## config.mk

```make
export PLATFORM = sky130hd
export DESIGN_NAME = storage_wb_copier_flat
export DESIGN_NICKNAME = d
export VERILOG_FILES = /design/src/rtl/storage_wb_copier_if.sv /design/src/rtl/storage_wb_copier.sv /design/src/flat_wrapper.sv
export SDC_FILE = /design/constraint.sdc
export NUM_CORES = 1
export LEC_CHECK = 0
export ABC_CLOCK_PERIOD_IN_PS = 4000
export BUFFER_PORTS_ARGS = -buffer_cell sky130_fd_sc_hd__buf_2
export CAP_MARGIN = 20
export CELL_PAD_IN_SITES_DETAIL_PLACEMENT = 1
export CELL_PAD_IN_SITES_GLOBAL_PLACEMENT = 1
export CORE_ASPECT_RATIO = 0.9
export CORE_MARGIN = 1
export CORE_UTILIZATION = 32
export DETAILED_ROUTE_END_ITERATION = 8
export GPL_ROUTABILITY_DRIVEN = 0
export PLACE_DENSITY_LB_ADDON = 0.1
export SYNTH_ARGS = -nofsm -noshare
export SYNTH_HDL_FRONTEND = slang
export SYNTH_SLANG_ARGS = --single-unit
export TNS_END_PERCENT = 100
```

## constraint.sdc

```tcl
create_clock -name wb_clk_i -period 4 [get_ports wb_clk_i]
set_clock_uncertainty 0.15 [all_clocks]
set_input_delay 0.2 -clock wb_clk_i [delete_from_list [all_inputs] [get_ports wb_clk_i]]
set_output_delay 0.2 -clock wb_clk_i [all_outputs]
set_load 0.01 [all_outputs]
```

## src/rtl/storage_wb_copier_if.sv

```systemverilog
// -----------------------------------------------------------------------------
// storage_wb_copier_if
// Wishbone bus bundle between the storage copier (master) and the management
// storage bridge (slave).
//   cyc     bus cycle
//   stb     [0] RW port strobe, [1] RO port strobe (never both high)
//   we      write enable
//   sel     byte select
//   adr     byte address
//   dat     write data
//   ack     per-port acknowledge, bit order matches stb
//   rw_dat  RW port read data
//   ro_dat  RO port read data
// -----------------------------------------------------------------------------
interface storage_wb_copier_if;
  logic        cyc;
  logic [1:0]  stb;
  logic        we;
  logic [3:0]  sel;
  logic [31:0] adr;
  logic [31:0] dat;
  logic [1:0]  ack;
  logic [31:0] rw_dat;
  logic [31:0] ro_dat;

  modport master (
    output cyc, stb, we, sel, adr, dat,
    input  ack, rw_dat, ro_dat
  );

  modport slave (
    input  cyc, stb, we, sel, adr, dat,
    output ack, rw_dat, ro_dat
  );
endinterface

```

## src/rtl/storage_wb_copier.sv

```systemverilog
// -----------------------------------------------------------------------------
// storage_wb_copier
// Wishbone initiator that copies len_i 32-bit words from a source window (RW or
// RO port of the storage bridge) to a destination window on the RW port, one
// read/write pair per word, ascending addresses, one idle GAP cycle between
// every request (the bridge re-acks a strobe that is left high).
//
// Optional build macro: STORAGE_COPY_VERIFY_EN
//   When defined, every write is followed by a RW-port readback (VRD) of the
//   destination word; a mismatch sets err_o and ends the copy.
//
// Parameters:
//   LEN_W    width of length/word-index counters (max copy 2^LEN_W-1 words)
//   TIMEOUT  cycles a strobe may stay unacknowledged before the copy aborts
//            (must be >= 4)
//
// Ports:
//   wb_clk_i   clock
//   wb_rst_i   synchronous active-high reset
//   start_i    one-cycle start pulse, sampled only in IDLE
//   src_ro_i   1 = read source from RO port, 0 = from RW port
//   src_adr_i  source byte address (word aligned), captured on start
//   dst_adr_i  destination byte address (word aligned), captured on start
//   len_i      word count, captured on start
//   busy_o     high from the cycle after an accepted start until DONE
//   done_o     one-cycle pulse at completion (success or abort)
//   err_o      sticky error (timeout / verify mismatch), cleared by next start
//   wbm        Wishbone master side of storage_wb_copier_if
// -----------------------------------------------------------------------------
module storage_wb_copier #(
  parameter int LEN_W   = 9,
  parameter int TIMEOUT = 16
) (
  input  logic             wb_clk_i,
  input  logic             wb_rst_i,
  input  logic             start_i,
  input  logic             src_ro_i,
  input  logic [31:0]      src_adr_i,
  input  logic [31:0]      dst_adr_i,
  input  logic [LEN_W-1:0] len_i,
  output logic             busy_o,
  output logic             done_o,
  output logic             err_o,
  storage_wb_copier_if.master wbm
);

  localparam int TMO_W = (TIMEOUT > 2) ? $clog2(TIMEOUT) : 1;

`ifdef STORAGE_COPY_VERIFY_EN
  typedef enum logic [2:0] {
    S_IDLE    = 3'd0,
    S_RD      = 3'd1,
    S_GAP_RD  = 3'd2,
    S_WR      = 3'd3,
    S_GAP_WR  = 3'd4,
    S_VRD     = 3'd5,
    S_GAP_VRD = 3'd6,
    S_DONE    = 3'd7
  } state_t;
`else
  typedef enum logic [2:0] {
    S_IDLE   = 3'd0,
    S_RD     = 3'd1,
    S_GAP_RD = 3'd2,
    S_WR     = 3'd3,
    S_GAP_WR = 3'd4,
    S_DONE   = 3'd7
  } state_t;
`endif

  state_t state, state_n;

  // Captured job and datapath registers
  logic [31:0]      src_q;
  logic [31:0]      dst_q;
  logic [LEN_W-1:0] len_q;
  logic             src_ro_q;
  logic [LEN_W-1:0] idx;
  logic [31:0]      data_q;
  logic [TMO_W-1:0] tmo_cnt;
  logic             err_q;

  // Control strobes from the next-state logic to the datapath
  logic accept;
  logic latch;
  logic idx_inc;
  logic set_err;

  // Bus drive values
  logic        cyc;
  logic [1:0]  stb;
  logic        we;
  logic [3:0]  sel;
  logic [31:0] adr;
  logic [31:0] dat;

  logic [31:0] src_word_adr;
  logic [31:0] dst_word_adr;
  logic [1:0]  rd_port;
  logic        last_word;
  logic        tmo_expired;

  // Word index scaled to a byte offset; sums wrap modulo 2^32.
  assign src_word_adr = src_q + (32'(idx) << 2);
  assign dst_word_adr = dst_q + (32'(idx) << 2);
  assign rd_port      = src_ro_q ? 2'b10 : 2'b01;
  assign last_word    = (idx == (len_q - LEN_W'(1)));
  assign tmo_expired  = (tmo_cnt == TMO_W'(TIMEOUT - 1));

  // NOTE: sequential state uses non-blocking assignments so every register
  // samples the pre-edge values of the others, independent of block order.
  always_ff @(posedge wb_clk_i) begin
    if (wb_rst_i) begin
      state <= S_IDLE;
    end else begin
      state <= state_n;
    end
  end

  // NOTE: every signal written here gets a default first, so no path through
  // the case statement leaves one unassigned and infers a latch.
  always_comb begin
    state_n = state;
    accept  = 1'b0;
    latch   = 1'b0;
    idx_inc = 1'b0;
    set_err = 1'b0;
    cyc     = 1'b0;
    stb     = 2'b00;
    we      = 1'b0;
    sel     = 4'h0;
    adr     = 32'h0;
    dat     = 32'h0;
    busy_o  = 1'b0;
    done_o  = 1'b0;

    case (state)
      S_IDLE: begin
        if (start_i) begin
          accept  = 1'b1;
          state_n = (len_i == '0) ? S_DONE : S_RD;
        end
      end

      S_RD: begin
        busy_o = 1'b1;
        cyc    = 1'b1;
        stb    = rd_port;
        adr    = src_word_adr;
        // Only the ack bit of the strobed port completes the read.
        if (|(wbm.ack & rd_port)) begin
          latch   = 1'b1;
          state_n = S_GAP_RD;
        end else if (tmo_expired) begin
          set_err = 1'b1;
          state_n = S_DONE;
        end
      end

      S_GAP_RD: begin
        busy_o  = 1'b1;
        state_n = S_WR;
      end

      S_WR: begin
        busy_o = 1'b1;
        cyc    = 1'b1;
        stb    = 2'b01;
        we     = 1'b1;
        sel    = 4'hF;
        adr    = dst_word_adr;
        dat    = data_q;
        if (wbm.ack[0]) begin
          state_n = S_GAP_WR;
        end else if (tmo_expired) begin
          set_err = 1'b1;
          state_n = S_DONE;
        end
      end

      S_GAP_WR: begin
        busy_o = 1'b1;
`ifdef STORAGE_COPY_VERIFY_EN
        state_n = S_VRD;
`else
        if (last_word) begin
          state_n = S_DONE;
        end else begin
          idx_inc = 1'b1;
          state_n = S_RD;
        end
`endif
      end

`ifdef STORAGE_COPY_VERIFY_EN
      S_VRD: begin
        busy_o = 1'b1;
        cyc    = 1'b1;
        stb    = 2'b01;
        adr    = dst_word_adr;
        if (wbm.ack[0]) begin
          if (wbm.rw_dat != data_q) begin
            set_err = 1'b1;
            state_n = S_DONE;
          end else begin
            state_n = S_GAP_VRD;
          end
        end else if (tmo_expired) begin
          set_err = 1'b1;
          state_n = S_DONE;
        end
      end

      S_GAP_VRD: begin
        busy_o = 1'b1;
        if (last_word) begin
          state_n = S_DONE;
        end else begin
          idx_inc = 1'b1;
          state_n = S_RD;
        end
      end
`endif

      S_DONE: begin
        done_o  = 1'b1;
        state_n = S_IDLE;
      end

      default: state_n = S_IDLE;
    endcase
  end

  always_ff @(posedge wb_clk_i) begin
    if (wb_rst_i) begin
      src_q    <= 32'h0;
      dst_q    <= 32'h0;
      len_q    <= '0;
      src_ro_q <= 1'b0;
      idx      <= '0;
      data_q   <= 32'h0;
      tmo_cnt  <= '0;
      err_q    <= 1'b0;
    end else begin
      if (accept) begin
        src_q    <= src_adr_i;
        dst_q    <= dst_adr_i;
        len_q    <= len_i;
        src_ro_q <= src_ro_i;
        idx      <= '0;
        err_q    <= 1'b0;
      end
      if (latch) begin
        data_q <= src_ro_q ? wbm.ro_dat : wbm.rw_dat;
      end
      if (idx_inc) begin
        idx <= idx + LEN_W'(1);
      end
      if (set_err) begin
        err_q <= 1'b1;
      end
      // Counts cycles of the current strobe; the GAP before every request
      // returns it to zero, so each new strobe starts its own budget.
      tmo_cnt <= cyc ? tmo_cnt + TMO_W'(1) : '0;
    end
  end

  assign err_o   = err_q;
  assign wbm.cyc = cyc;
  assign wbm.stb = stb;
  assign wbm.we  = we;
  assign wbm.sel = sel;
  assign wbm.adr = adr;
  assign wbm.dat = dat;

endmodule
```

## src/flat_wrapper.sv

```systemverilog
// flat-port wrapper written by rule: the top's interface ports become plain ports
module storage_wb_copier_flat 
#(
  parameter int LEN_W   = 9,
  parameter int TIMEOUT = 16
)
  (wb_clk_i, wb_rst_i, start_i, src_ro_i, src_adr_i, dst_adr_i, len_i, busy_o, done_o, err_o, wbm_cyc, wbm_stb, wbm_we, wbm_sel, wbm_adr, wbm_dat, wbm_ack, wbm_rw_dat, wbm_ro_dat);
  storage_wb_copier_if wbm_i ();
  input  logic wb_clk_i;
  input  logic wb_rst_i;
  input  logic start_i;
  input  logic src_ro_i;
  input  logic [31:0] src_adr_i;
  input  logic [31:0] dst_adr_i;
  input  logic [LEN_W-1:0] len_i;
  output logic busy_o;
  output logic done_o;
  output logic err_o;
  output wire logic [$bits(wbm_i.cyc)-1:0] wbm_cyc;
  output wire logic [$bits(wbm_i.stb)-1:0] wbm_stb;
  output wire logic [$bits(wbm_i.we)-1:0] wbm_we;
  output wire logic [$bits(wbm_i.sel)-1:0] wbm_sel;
  output wire logic [$bits(wbm_i.adr)-1:0] wbm_adr;
  output wire logic [$bits(wbm_i.dat)-1:0] wbm_dat;
  input wire logic [$bits(wbm_i.ack)-1:0] wbm_ack;
  input wire logic [$bits(wbm_i.rw_dat)-1:0] wbm_rw_dat;
  input wire logic [$bits(wbm_i.ro_dat)-1:0] wbm_ro_dat;
  assign wbm_cyc = wbm_i.cyc;
  assign wbm_stb = wbm_i.stb;
  assign wbm_we = wbm_i.we;
  assign wbm_sel = wbm_i.sel;
  assign wbm_adr = wbm_i.adr;
  assign wbm_dat = wbm_i.dat;
  assign wbm_i.ack = wbm_ack;
  assign wbm_i.rw_dat = wbm_rw_dat;
  assign wbm_i.ro_dat = wbm_ro_dat;
  storage_wb_copier #(.LEN_W(LEN_W), .TIMEOUT(TIMEOUT)) u_core (.wb_clk_i(wb_clk_i), .wb_rst_i(wb_rst_i), .start_i(start_i), .src_ro_i(src_ro_i), .src_adr_i(src_adr_i), .dst_adr_i(dst_adr_i), .len_i(len_i), .busy_o(busy_o), .done_o(done_o), .err_o(err_o), .wbm(wbm_i));
endmodule
```

; After elaboration in Yosys (flattened, before gate mapping)
; Cells that the tools add are included.
[totals]
register_bits = 123
out_inout_bits = 75
word_cells = 63
[op_classes]
add_sub_neg = 5
n_eq_ne = 8
n_mux = 31
n_bitwise = 2
reduce_logical = 8
[op_table]
columns = cell, n
row1 = 32-bit by 11-bit adder with 32-bit output, 2
row2 = 32-bit 2-to-1 mux, 2
row3 = 32-bit one-hot mux with 2 select lines, 1
row4 = 3-bit 2-to-1 mux, 6
row5 = 9-bit 2-to-1 mux, 2
row6 = 1-bit 2-to-1 mux, 15
row7 = 3-bit one-hot mux with 5 select lines, 1
row8 = "9-bit by 1-bit adder with 9-bit output, second input constant", 1
row9 = 9-bit == test, 1
row10 = 9-bit logical NOT, 1
row11 = "9-bit by 1-bit subtractor with 9-bit output, second input constant", 1
row12 = "3-bit by 2-bit == test with 1-bit output, second input constant", 2
row13 = "3-bit == test, second input constant", 2
row14 = 2-bit OR reduction, 3
row15 = "4-bit by 1-bit adder with 4-bit output, second input constant", 1
row16 = "4-bit == test, second input constant", 1
row17 = 4-bit 2-to-1 mux, 1
row18 = 2-bit one-hot mux with 2 select lines, 1
row19 = 2-bit nonzero test, 2
row20 = 4-bit OR reduction, 1
row21 = "3-bit by 1-bit == test with 1-bit output, second input constant", 1
row22 = 3-bit logical NOT, 1
row23 = 2-bit AND, 1
row24 = 2-bit 2-to-1 mux, 1
row25 = other kinds (3), 3

; Longest topological paths before layout
[logic_depth]
ltp_word = 6
depth_mapped = 18
mapped_depth_nobuf = 12

; Worst setup path before layout
; No wires, ideal clock.
[synth_timing]
path_type = register -> output
startpoint = register u_core.state[2]
endpoint = output port wbm_adr[26]
arrival_ns = 3.701
t_required_ns = 3.650
path_slack_ns = -0.051
stages_incl_launch_ff = 18
cell_sequence = dfxtp_1 nand3b_4 inv_2 buf_6 buf_2 clkbuf_1 buf_1 nand2_1 nand2_1 ha_1 fa_1 a21o_1 a21oi_1 o31ai_1 a31o_2 clkbuf_1 a31oi_1 nor3b_1
[synth_between]
elab_chain_cells = 2
elab_cells_between_ends = 3
classes_between = 2 x eq/ne / 1 x mux
[synth_lines]
columns = item, line_no
row1 = "start, declared", storage_wb_copier.sv:71  ; state_t state, state_n;
row2 = "start signal, assigned", storage_wb_copier.sv:116  ; state <= state_n;
row3 = 3-bit by 2-bit == test with 1-bit output / 3-bit by 1-bit == test with 1-bit output (equally long branches), storage_wb_copier.sv:137  ; case (state)
row4 = 32-bit one-hot mux with 2 select lines *, storage_wb_copier.sv:137
row5 = "end, declared", flat_wrapper.sv:23  ; output wire logic [$bits(wbm_i.adr)-1:0] wbm_adr;
; Mark *: on every way between the ends. The rest lies on a longest branch, timed or not.

; Worst setup path after layout
[layout_timing]
startpoint = register u_core.state[2]
endpoint = output port wbm_adr[31]
; Same word-level chain as after synthesis.

==> impl_metrics.ini <==
[outcome]
status = completed

[detailed_routing]
postRouteWirelength_mm = 25.08
vias = 7396
firstDrtPassIters = 6
drtIter0Drc = 252
wl_per_cell_um = 16.78
drc = 0
antenna_left = 0
vias_per_cell = 4.950

[worst_setup_path]
r2r-start = u_core.len_q[0]
cp-startpoint = u_core.state[2]
path_class = flip-flop to output port
cp.required_ps = 3650
path_max_fanout = 15
end_kind = output port
worst_setup_path_start_kind = flip-flop
arrival_ps = 3430

[final_layout]
mostFrequentLayoutCells = buf_2, nand2_1, dfxtp_1
drive_above_1_share = 0.2417
final_common_cell = buf_2
n_antenna_cell = 0
fin_nets = 1355
area_growth_syn_to_layout_pct = 43.09

[yosys]
yosysSeqAreaShare = 0.3535
yosysWarnings = 0
syn_nets = 1061
syn_inst = 903
yosysTopAreaCell = dfxtp_1
synth_top_area_frac = 0.3535
synth.distinct_cells = 60
syn_area_mm2 = 0.006965
syn_avg_cell_area_um2 = 7.714
synth_edf_count = 0
ys.flop_type = dfxtp_1
synth-seq-cells = 123
yosys-top-cells-area = dfxtp_1, nand2_1, mux2i_1
async_reset_ff_frac = 0

[sta]
setup_viol_count_final = 0
fin_crit_sh = 0.9451
worst_pin_slew_ps = 929.0
setup_tns_ps = 0
slew_viol_final = 0
slew_headroom = 0.3807
whs_ps = 5.477
worst_slack_ps = 219.6
final.min_clock_period_ps = 3780
fmax_mhz = 264.5
hold_viol_final = 0

[global_routing]
grt_max_degree = 79
grt_pass1_vias = 7523
grt_use_total = 0.2289
grt_pass1_wl_mm = 39.84
overflow = 0
antenna_found_initial = 1

[clocking]
cts-buffers-inserted = 17
cts_tree = done
h-tree-depth = 4
clkSinkCount = 123
ctsLongestPathBuffers = 2
cts_root_buf = clkbuf_16
clk_pin_slew_ps = 50
clk_latency_ps = 410

[place]
portBuffers = 217
dpl.hpwl_mm = 16.87
dp_slack_ps = 365.2

[floorplan]
dieArea_mm2 = 0.02236
dieWidth_um = 157.5
initial_core_util = 0.3304
rows = 50
pin_count = 218
coreArea_mm2 = 0.02108
die_h_um = 142.0

[power]
p_leak_nw = 4.290
ir_drop_mv = 0.2438
p_per_area_mw_per_mm2 = 360.3

[worst_hold_path]
hp-class = input port to flip-flop
hold_start = wbm_ro_dat[26]

[flow_run]
maxCapViolCount = 0
[where the power goes]
| group | internal [mW] | switching (mW) |
|---|---|---|
| clock | 1.06 | 0.551 |
| sequential | 1.31 | 0.0608 |
| combinational | 0.281 | 0.327 |
| total | 2.65 | 0.939 |
[sequential cells by signal, summed over array words and instances, names as in the netlist]
register and flops:
u_core.data_q 32, u_core.dst_q 32, u_core.src_q 32, u_core.idx 9, u_core.len_q 9, u_core.tmo_cnt 4, u_core.state 3, u_core.err_o 1
u_core.src_ro_q 1
[synthesized netlist by cell type (3+ instances only)]
cell type,n
nor3b_1,7
xor2_1,10
and2_1,43
and4_1,3
buf_4,5
xnor2_1,13
dfxtp_1,123
ha_1,14
inv_1,8
clkbuf_1,50
nor2b_1,5
a31o_2,3
buf_1,6
a21o_1,6
and3_1,10
nand3_1,13
a221o_1,7
nand2b_1,4
nor2_1,63
mux2_2,7
mux2i_1,51
a211oi_1,36
nand4_1,11
o21a_1,3
nand2_1,212
o21ai_0,13
nor3_1,24
o31a_1,3
nor4_1,10
a21oi_1,94
a31oi_1,7
a22o_1,3
[through the flow]
step / instances / power (mW) / utilization / area (um2)
floorplan: 903 / 1.712 / - / 6967
global placement: 1355 / 1.904 / 0.3918 / 8259
detailed placement: 1355 / 1.914 / 0.3918 / 8259
CTS: 1491 / 3.633 / 0.4710 / 9931
global route: 1494 / 3.767 / 0.4728 / 9967
finish: 1494 / 3.591 / 0.4728 / 9967
[critical path, stage by stage, from the launching register on]
cell and delay, ps:
dfxtp_1 440, nand3b_4 240, inv_4 100, nand2_1 80, nand2_1 50, ha_1 340, o211ai_1 100, o21ai_1 350
o2111ai_2 230, a21o_1 240, or4_1 510, and3_1 190, buf_2 140
[cell type report]
| cell class | instances | area (um2) |
|---|---|---|
| inverters | 9 | 36.28 |
| clock buffers | 21 | 460.4 |
| fillers | 2643 | 11120 |
| flip-flops and latches | 123 | 2465 |
| multi-input cells | 706 | 4213 |
| repair buffers | 340 | 2290 |
| clock inverters | 9 | 145.1 |
| well taps | 286 | 357.8 |
[logic make-up (layout without fill, tap and decap cells)]
kind of cell	after synthesis	count (layout)	synth area share
AOI/OAI and AO/OA	195	195	0.1854
adders and majority gates	15	15	0.02802
and+or+nand+nor	415	415	0.2745
DFF	123	123	0.3535
xor gates and xnor gates	23	23	0.02892
buffers and inverters	74	379	0.04509
muxes	58	58	0.08461
[metal layers]
layer	GRT usage	wire length (um)
met2	0.3878	11820
met3	0.06151	1337
met4	0.04803	244
met1	0.2896	11660
met5	0	13
[timing repair]
| action | 4_1_cts | 5_1_grt |
|---|---|---|
| endpoints found under the setup margin | 10 | 19 |
| endpoints found under the hold margin | 91 | 0 |
| gates resized for setup | 2 | 5 |
| hold buffers | 106 | 0 |
| setup buffers | 0 | 3 |
[path summary, 6_finish.rpt]
check	cells past startpoint	slack, ps	end
setup / recovery	12	220	wbm_adr[31]
setup reg to reg	8	1150	u_core.idx[8]
hold / removal	3	5	u_core.data_q[26]
hold reg to reg	2	310	u_core.src_q[6]
Power figures use the tool's default switching activity.
